$ cat config.mk
export PLATFORM = sky130hd
export DESIGN_NAME = switch_cfg_loader
export DESIGN_NICKNAME = d
export VERILOG_FILES = /design/src/rtl/swcfg_pkg.sv /design/src/rtl/swcfg_word_check.sv /design/src/rtl/switch_cfg_loader.sv
export SDC_FILE = /design/constraint.sdc
export NUM_CORES = 1
export LEC_CHECK = 0
export BUFFER_PORTS_ARGS = -buffer_cell sky130_fd_sc_hd__buf_2
export CAP_MARGIN = 20
export CORE_MARGIN = 2
export CORE_UTILIZATION = 44
export DETAILED_ROUTE_END_ITERATION = 7
export GPL_TIMING_DRIVEN = 0
export PLACE_DENSITY = 0.75
export REMOVE_ABC_BUFFERS = 1
export SLEW_MARGIN = 20
export SYNTH_ARGS = -nofsm -noshare
export SYNTH_HDL_FRONTEND = slang
export SYNTH_SLANG_ARGS = --single-unit
$ cat constraint.sdc
create_clock -name clk -period 6.2 [get_ports clk]
set_clock_uncertainty 0.1 [all_clocks]
set_input_delay 0.31 -clock clk [delete_from_list [all_inputs] [get_ports clk]]
set_output_delay 0.31 -clock clk [all_outputs]
set_load 0.005 [all_outputs]
$ cat src/rtl/swcfg_pkg.sv
// Shared constants and types for the switch configuration loader.
package swcfg_pkg;

    localparam int unsigned SELW     = 6;
    localparam int unsigned SIDE_LSB = 0;
    localparam int unsigned SIDE_W   = 3;
    localparam int unsigned IDX_LSB  = 3;
    localparam int unsigned IDX_W    = 3;

    localparam logic [SIDE_W-1:0] SIDE_NONE   = 3'd0;
    localparam logic [SIDE_W-1:0] SIDE_TOP    = 3'd1;
    localparam logic [SIDE_W-1:0] SIDE_RIGHT  = 3'd2;
    localparam logic [SIDE_W-1:0] SIDE_BOTTOM = 3'd3;
    localparam logic [SIDE_W-1:0] SIDE_LEFT   = 3'd4;

    typedef enum logic [1:0] {
        ST_IDLE   = 2'd0,
        ST_LOAD   = 2'd1,
        ST_COMMIT = 2'd2,
        ST_ERR    = 2'd3
    } loader_state_t;

endpackage

$ cat src/rtl/swcfg_word_check.sv
// Combinational legality check of one routing word against the matrix size.
module swcfg_word_check
    import swcfg_pkg::*;
#(
    parameter int unsigned NTOP  = 5,
    parameter int unsigned NSIDE = 4
) (
    input  logic [SELW-1:0] i_word,
    output logic            o_legal_c
);

    localparam logic [IDX_W:0] NTOP_L  = (IDX_W+1)'(NTOP);
    localparam logic [IDX_W:0] NSIDE_L = (IDX_W+1)'(NSIDE);

    logic [SIDE_W-1:0] w_side;
    logic [IDX_W:0]    w_idx;

    assign w_side = i_word[SIDE_LSB +: SIDE_W];
    assign w_idx  = {1'b0, i_word[IDX_LSB +: IDX_W]};

    // Side 0 never drives, so its index is don't-care; sides 5..7 do not exist.
    always_comb begin
        o_legal_c = 1'b0;
        case (w_side)
            SIDE_NONE:              o_legal_c = 1'b1;
            SIDE_TOP, SIDE_BOTTOM:  o_legal_c = (w_idx < NTOP_L);
            SIDE_RIGHT, SIDE_LEFT:  o_legal_c = (w_idx < NSIDE_L);
            default:                o_legal_c = 1'b0;
        endcase
    end

endmodule

$ cat src/rtl/switch_cfg_loader.sv
// Serial configuration loader for the 2-side-pair switch matrix.
// Shifts in a bit-serial frame of routing words, validates each word and
// commits the whole set atomically; rejected frames keep the old config.
// Optional macro CFG_PARITY_EN: frame carries a trailing even-parity bit.
module switch_cfg_loader
    import swcfg_pkg::*;
#(
    parameter int unsigned NTOP  = 5,
    parameter int unsigned NSIDE = 4
) (
    input  logic                  clk,
    input  logic                  rst,
    input  logic                  cfg_start,
    input  logic                  cfg_valid,
    input  logic                  cfg_din,
    output logic                  cfg_busy,
    output logic                  cfg_done,
    output logic                  cfg_err,
    output logic [NTOP*SELW-1:0]  cfg_top,
    output logic [NTOP*SELW-1:0]  cfg_bottom,
    output logic [NSIDE*SELW-1:0] cfg_left,
    output logic [NSIDE*SELW-1:0] cfg_right
);

    localparam int unsigned NWORDS     = 2*NTOP + 2*NSIDE;
    localparam int unsigned FRAME_BITS = NWORDS*SELW;
`ifdef CFG_PARITY_EN
    localparam int unsigned TOTAL_BITS = FRAME_BITS + 1;
`else
    localparam int unsigned TOTAL_BITS = FRAME_BITS;
`endif
    localparam int unsigned CNT_W = $clog2(TOTAL_BITS + 1);
    localparam int unsigned BP_W  = $clog2(SELW);

    loader_state_t r_state;
    loader_state_t w_next;

    logic [CNT_W-1:0]      r_cnt;
    logic [BP_W-1:0]       r_bitpos;
    logic [FRAME_BITS-1:0] r_shadow;
    logic                  r_bad;
`ifdef CFG_PARITY_EN
    logic                  r_par;
`endif

    logic                  r_busy;
    logic                  r_done;
    logic                  r_err;
    logic [NTOP*SELW-1:0]  r_top;
    logic [NTOP*SELW-1:0]  r_bottom;
    logic [NSIDE*SELW-1:0] r_left;
    logic [NSIDE*SELW-1:0] r_right;

    logic                  w_start_take;
    logic                  w_accept;
    logic                  w_payload;
    logic                  w_shift;
    logic                  w_last;
    logic [SELW-1:0]       w_word;
    logic                  w_word_done;
    logic                  w_word_legal;
    logic                  w_bad_now;
    logic                  w_frame_bad;
    logic [NTOP*SELW-1:0]  w_top;
    logic [NTOP*SELW-1:0]  w_bottom;
    logic [NSIDE*SELW-1:0] w_left;
    logic [NSIDE*SELW-1:0] w_right;

    // A start during the one-cycle commit is dropped; a start always wins over data.
    assign w_start_take = cfg_start && (r_state != ST_COMMIT);
    assign w_accept     = (r_state == ST_LOAD) && cfg_valid && !cfg_start;
    assign w_payload    = (r_cnt < CNT_W'(FRAME_BITS));
    assign w_shift      = w_accept && w_payload;
    assign w_last       = w_accept && (r_cnt == CNT_W'(TOTAL_BITS - 1));
    assign w_word       = {r_shadow[SELW-2:0], cfg_din};
    assign w_word_done  = w_shift && (r_bitpos == BP_W'(SELW - 1));
    assign w_bad_now    = r_bad | (w_word_done & ~w_word_legal);
`ifdef CFG_PARITY_EN
    assign w_frame_bad  = r_bad | (cfg_din ^ r_par);
`else
    assign w_frame_bad  = w_bad_now;
`endif

    swcfg_word_check #(
        .NTOP  (NTOP),
        .NSIDE (NSIDE)
    ) u_word_check (
        .i_word    (w_word),
        .o_legal_c (w_word_legal)
    );

    // The first word sent ends up in the most significant slot of the shadow.
    for (genvar i = 0; i < NTOP; i++) begin : g_tb_words
        assign w_top[i*SELW +: SELW]    = r_shadow[(NWORDS-1-i)*SELW +: SELW];
        assign w_bottom[i*SELW +: SELW] = r_shadow[(NWORDS-1-NTOP-i)*SELW +: SELW];
    end
    for (genvar i = 0; i < NSIDE; i++) begin : g_lr_words
        assign w_left[i*SELW +: SELW]   = r_shadow[(NWORDS-1-2*NTOP-i)*SELW +: SELW];
        assign w_right[i*SELW +: SELW]  = r_shadow[(NWORDS-1-2*NTOP-NSIDE-i)*SELW +: SELW];
    end

    // State register.
    always_ff @(posedge clk) begin
        if (rst) r_state <= ST_IDLE;
        else     r_state <= w_next;
    end

    // Next-state logic.
    always_comb begin
        w_next = r_state;
        case (r_state)
            ST_IDLE:   if (cfg_start) w_next = ST_LOAD;
            ST_LOAD: begin
                if (cfg_start)   w_next = ST_LOAD;
                else if (w_last) w_next = w_frame_bad ? ST_ERR : ST_COMMIT;
            end
            ST_COMMIT: w_next = ST_IDLE;
            ST_ERR:    if (cfg_start) w_next = ST_LOAD;
            default:   w_next = ST_IDLE;
        endcase
    end

    // Frame shift register, bit counters and running word/parity status.
    always_ff @(posedge clk) begin
        if (rst) begin
            r_cnt    <= '0;
            r_bitpos <= '0;
            r_shadow <= '0;
            r_bad    <= 1'b0;
`ifdef CFG_PARITY_EN
            r_par    <= 1'b0;
`endif
        end else if (w_start_take) begin
            r_cnt    <= '0;
            r_bitpos <= '0;
            r_bad    <= 1'b0;
`ifdef CFG_PARITY_EN
            r_par    <= 1'b0;
`endif
        end else if (w_accept) begin
            r_cnt <= r_cnt + CNT_W'(1);
            if (w_shift) begin
                r_shadow <= {r_shadow[FRAME_BITS-2:0], cfg_din};
                r_bitpos <= w_word_done ? '0 : r_bitpos + BP_W'(1);
                r_bad    <= w_bad_now;
`ifdef CFG_PARITY_EN
                r_par    <= r_par ^ cfg_din;
`endif
            end
        end
    end

    // Status flags and the committed configuration seen by the matrix.
    always_ff @(posedge clk) begin
        if (rst) begin
            r_busy   <= 1'b0;
            r_done   <= 1'b0;
            r_err    <= 1'b0;
            r_top    <= '0;
            r_bottom <= '0;
            r_left   <= '0;
            r_right  <= '0;
        end else begin
            r_busy <= (w_next == ST_LOAD) || (w_next == ST_COMMIT);
            r_done <= (r_state == ST_COMMIT);
            r_err  <= (w_next == ST_ERR);
            if (r_state == ST_COMMIT) begin
                r_top    <= w_top;
                r_bottom <= w_bottom;
                r_left   <= w_left;
                r_right  <= w_right;
            end
        end
    end

    assign cfg_busy   = r_busy;
    assign cfg_done   = r_done;
    assign cfg_err    = r_err;
    assign cfg_top    = r_top;
    assign cfg_bottom = r_bottom;
    assign cfg_left   = r_left;
    assign cfg_right  = r_right;

endmodule

==> metrics.md <==
| Metric | Value |
|---|---|
| Pwr Density | 315.0 mW/mm^2 |
| Sequential share of the synthesized area | 0.5593 |
| Area after DPL | 0.009090 sq mm |
| DIE HEIGHT | 141.4 microns |
| CP peak stage delay | 0.51 ns |
| Area Growth Syn to Fin | 20.27% |
| Relative slew slack | 0.5282 |
| Max H-tree Level | 1 |
| Avg Inst Size Synth | 9.105 sq um |
| Antenna violations before repair | 0 |
| Final core occ | 0.5357 |
| Final setup fails | 0 |
| Share of cells above drive strength 1 | 0.1672 |
| Crit path DAT | 3.14 ns |
| Fill cells | 1678 |
| First-pass iteration count of the detailed router | 4 |
| Setup TNS | 0 ns |
| CP top delay family | compound AO/OA/AOI/OAI gates |
| Largest net degree at the start of global routing | 113 |
| Reg2Reg Setup Slack | 3.34 ns |
| CTS Root Buffer Type | clkbuf_16 |
| CP max FO | 39 |
| Distinct cell type count after synthesis | 35 |
| Required time of the worst setup path | 6.47 ns |
| CP endpoint kind | register |
| Final Wtd Congestion | 0.7125 |
| Cell Chain, Critical Path | ha_1, and3b_1, o21a_4, buf_12, nand2_1, a31oi_1, ha_1, nor2b_1 |
| Final hold violation count | 0 |
| Critical setup path kind | register to register |
| CP startpoint kind | register |
| Chip width | 141.4 microns |
| Routed length per instance | 13.19 microns |
| Global route hottest layer | met2 |
| Peak supply drop | 0.0001964 V |
| Synth Warn # | 0 |
| CTS clk-pin slew, worst paths | 0.06 ns |
| Initial Util | 0.4454 |
| Ys flop type | dfxtp_1 |
| Routing usage on met1 | 0.2108 |
| Synth area leaders | dfxtp_1, mux2i_1, nand2_1 |
| Leakage | 3.720 nW |
| CTS tree | built |
| Async S/R FF share, synth | 0 |
| I/O pin count | 116 |
| Synth Cell Area | 0.008304 sq mm |
| N_diodes | 0 |
| F_max | 349.2 MHz |
| Non-Filler Cell Area, Final | 0.009987 sq mm |
| Final wirelength | 16500 microns |
| RSZ-0062 raised after global routing | false |
| Measured slew at the worst slew-check pin | 0.7077 ns |
| Grt ovf | 0 |
| Top-area cell type share of the netlist area | 0.5593 |
| Grt met2 use | 0.2731 |
| Iter 0 DRT Violations | 237 |
| Max stage delay cell, worst path | o21a_4 |
| Post-synth EDFFs | 0 |
| Clk sinks | 232 |
| Worst path most repeated cell | ha_1 |
| Highest-count cells in the layout ignoring fill and taps | dfxtp_1, nand2_1, nor2_1 |
| Yosys reg bits | 232 |
| CP bufs+invs | 1 |
| Period utilization | 0.4619 |
| Overall routing resource usage | 0.1616 |
| Antenna-violating nets left | 0 |
| Post-DP HPWL | 10140 microns |
| Post-Syn Instances | 912 |
| Rows | 50 |
| Port Buffers | 115 |
| Die ar. | 0.01999 sq mm |
| Via Count | 6137 |
| Final min period | 2.864 ns |
| MaxCap Viol Count | 0 |
| Vias per inst | 4.906 |
| DR DRC count | 0 |
| Status | finished, final reports clean |
| Final nets | 1010 |
| Synth area leader | dfxtp_1 |
| Skew-Pair Late Insertion Delay | 0.51 ns |
| CTS buffer count | 24 |
| First-pass GRT wire length | 27550 microns |
| Min-Delay Path Class | input port to register |
| Vias in the first global route | 5744 |
| Pins over their slew limit | 0 |
| M3 GR Usage | 0.03071 |
| Bufs on Longest Clock Path | 3 |
| Worst hold slack | 0.1453 ns |
| Core area | 0.01864 sq mm |
| Most common cell after layout, fill and taps aside | dfxtp_1 |
-- logic make-up (layout without fill, tap and decap cells) --
kind of cell / count (synthesis) / after routing / synth area share
DFF: 232 / 232 / 0.5593
AOI/OAI and AO/OA: 127 / 127 / 0.07925
muxes: 109 / 109 / 0.1314
and+or+nand+nor: 363 / 363 / 0.1700
xor gates and xnor gates: 6 / 6 / 0.006328
adders and majority gates: 6 / 6 / 0.009040
buffers and inverters: 69 / 174 / 0.04475
-- state kept, by name, summed over array words and instances (netlist names) --
name and count:
cfg_left 24, r_shadow 108, cfg_busy 1, cfg_top 30
cfg_right 24, r_state 2, r_cnt 7, cfg_done 1
r_bitpos 3, r_bad 1, cfg_err 1, cfg_bottom 30
-- synthesized netlist by cell type, drive strengths merged, types with 2 or more instances --
cell / n
dfxtp: 232
nand2: 224
nor2: 121
a21oi: 116
mux2i: 109
buf: 39
clkbuf: 25
ha: 6
inv: 5
xor2: 5
nor2b: 3
nor3: 3
o21ai: 3
a31oi: 2
and2: 2
and3: 2
nand4: 2
-- repair_timing --
item | in CTS | in global routing
setup buffers | 0 | 0
resized for setup | 0 | 0
hold buffers | 1 | 0
hold endpoints to repair | 1 | 0
-- stage by stage --
stage / setup WS, ns / power (mW) / instances
after floorplan: 1.236 / 1.554 / 848
after global placement: -0.2817 / 1.589 / 1197
after detailed placement: 3.348 / 1.605 / 1206
after CTS: 3.332 / 3.183 / 1251
after global routing: 3.139 / 3.254 / 1251
final: 3.336 / 3.146 / 1251
-- where the power goes --
part	leakage, nW	internal (mW)	switching, mW
clock network	0.432	0.983	0.591
registers	1.87	1.49	0.00205
logic	1.42	0.0214	0.0556
total	3.72	2.50	0.649
-- routing by layer --
| metal | part of all wire | wire (microns) |
|---|---|---|
| met3 | 0.050 | 821 |
| met4 | 0.022 | 365 |
| met2 | 0.47 | 7739 |
| met1 | 0.46 | 7576 |
| met5 | 0 | 0 |
-- area by class of cell --
class | instances | area (sq um) | share of cell area
sequential | 232 | 4644 | 0.4650
clock inverter | 13 | 210.2 | 0.02105
multi-input combinational | 611 | 3316 | 0.3320
timing repair buffer | 125 | 828.3 | 0.08294
inverter | 5 | 18.77 | 0.001879
tap | 234 | 292.8 | 0.02932
clock buffer | 31 | 676.9 | 0.06778
-- worst paths after layout --
kind | start | endpoint | cells after the start
setup / recovery | r_state[0] | cfg_busy | 8
hold / removal | rst | cfg_left[11] | 2
setup reg to reg | r_state[0] | cfg_busy | 8
hold reg to reg | r_shadow[107] | r_shadow[107] | 2
(Power assumes the default switching activity.)
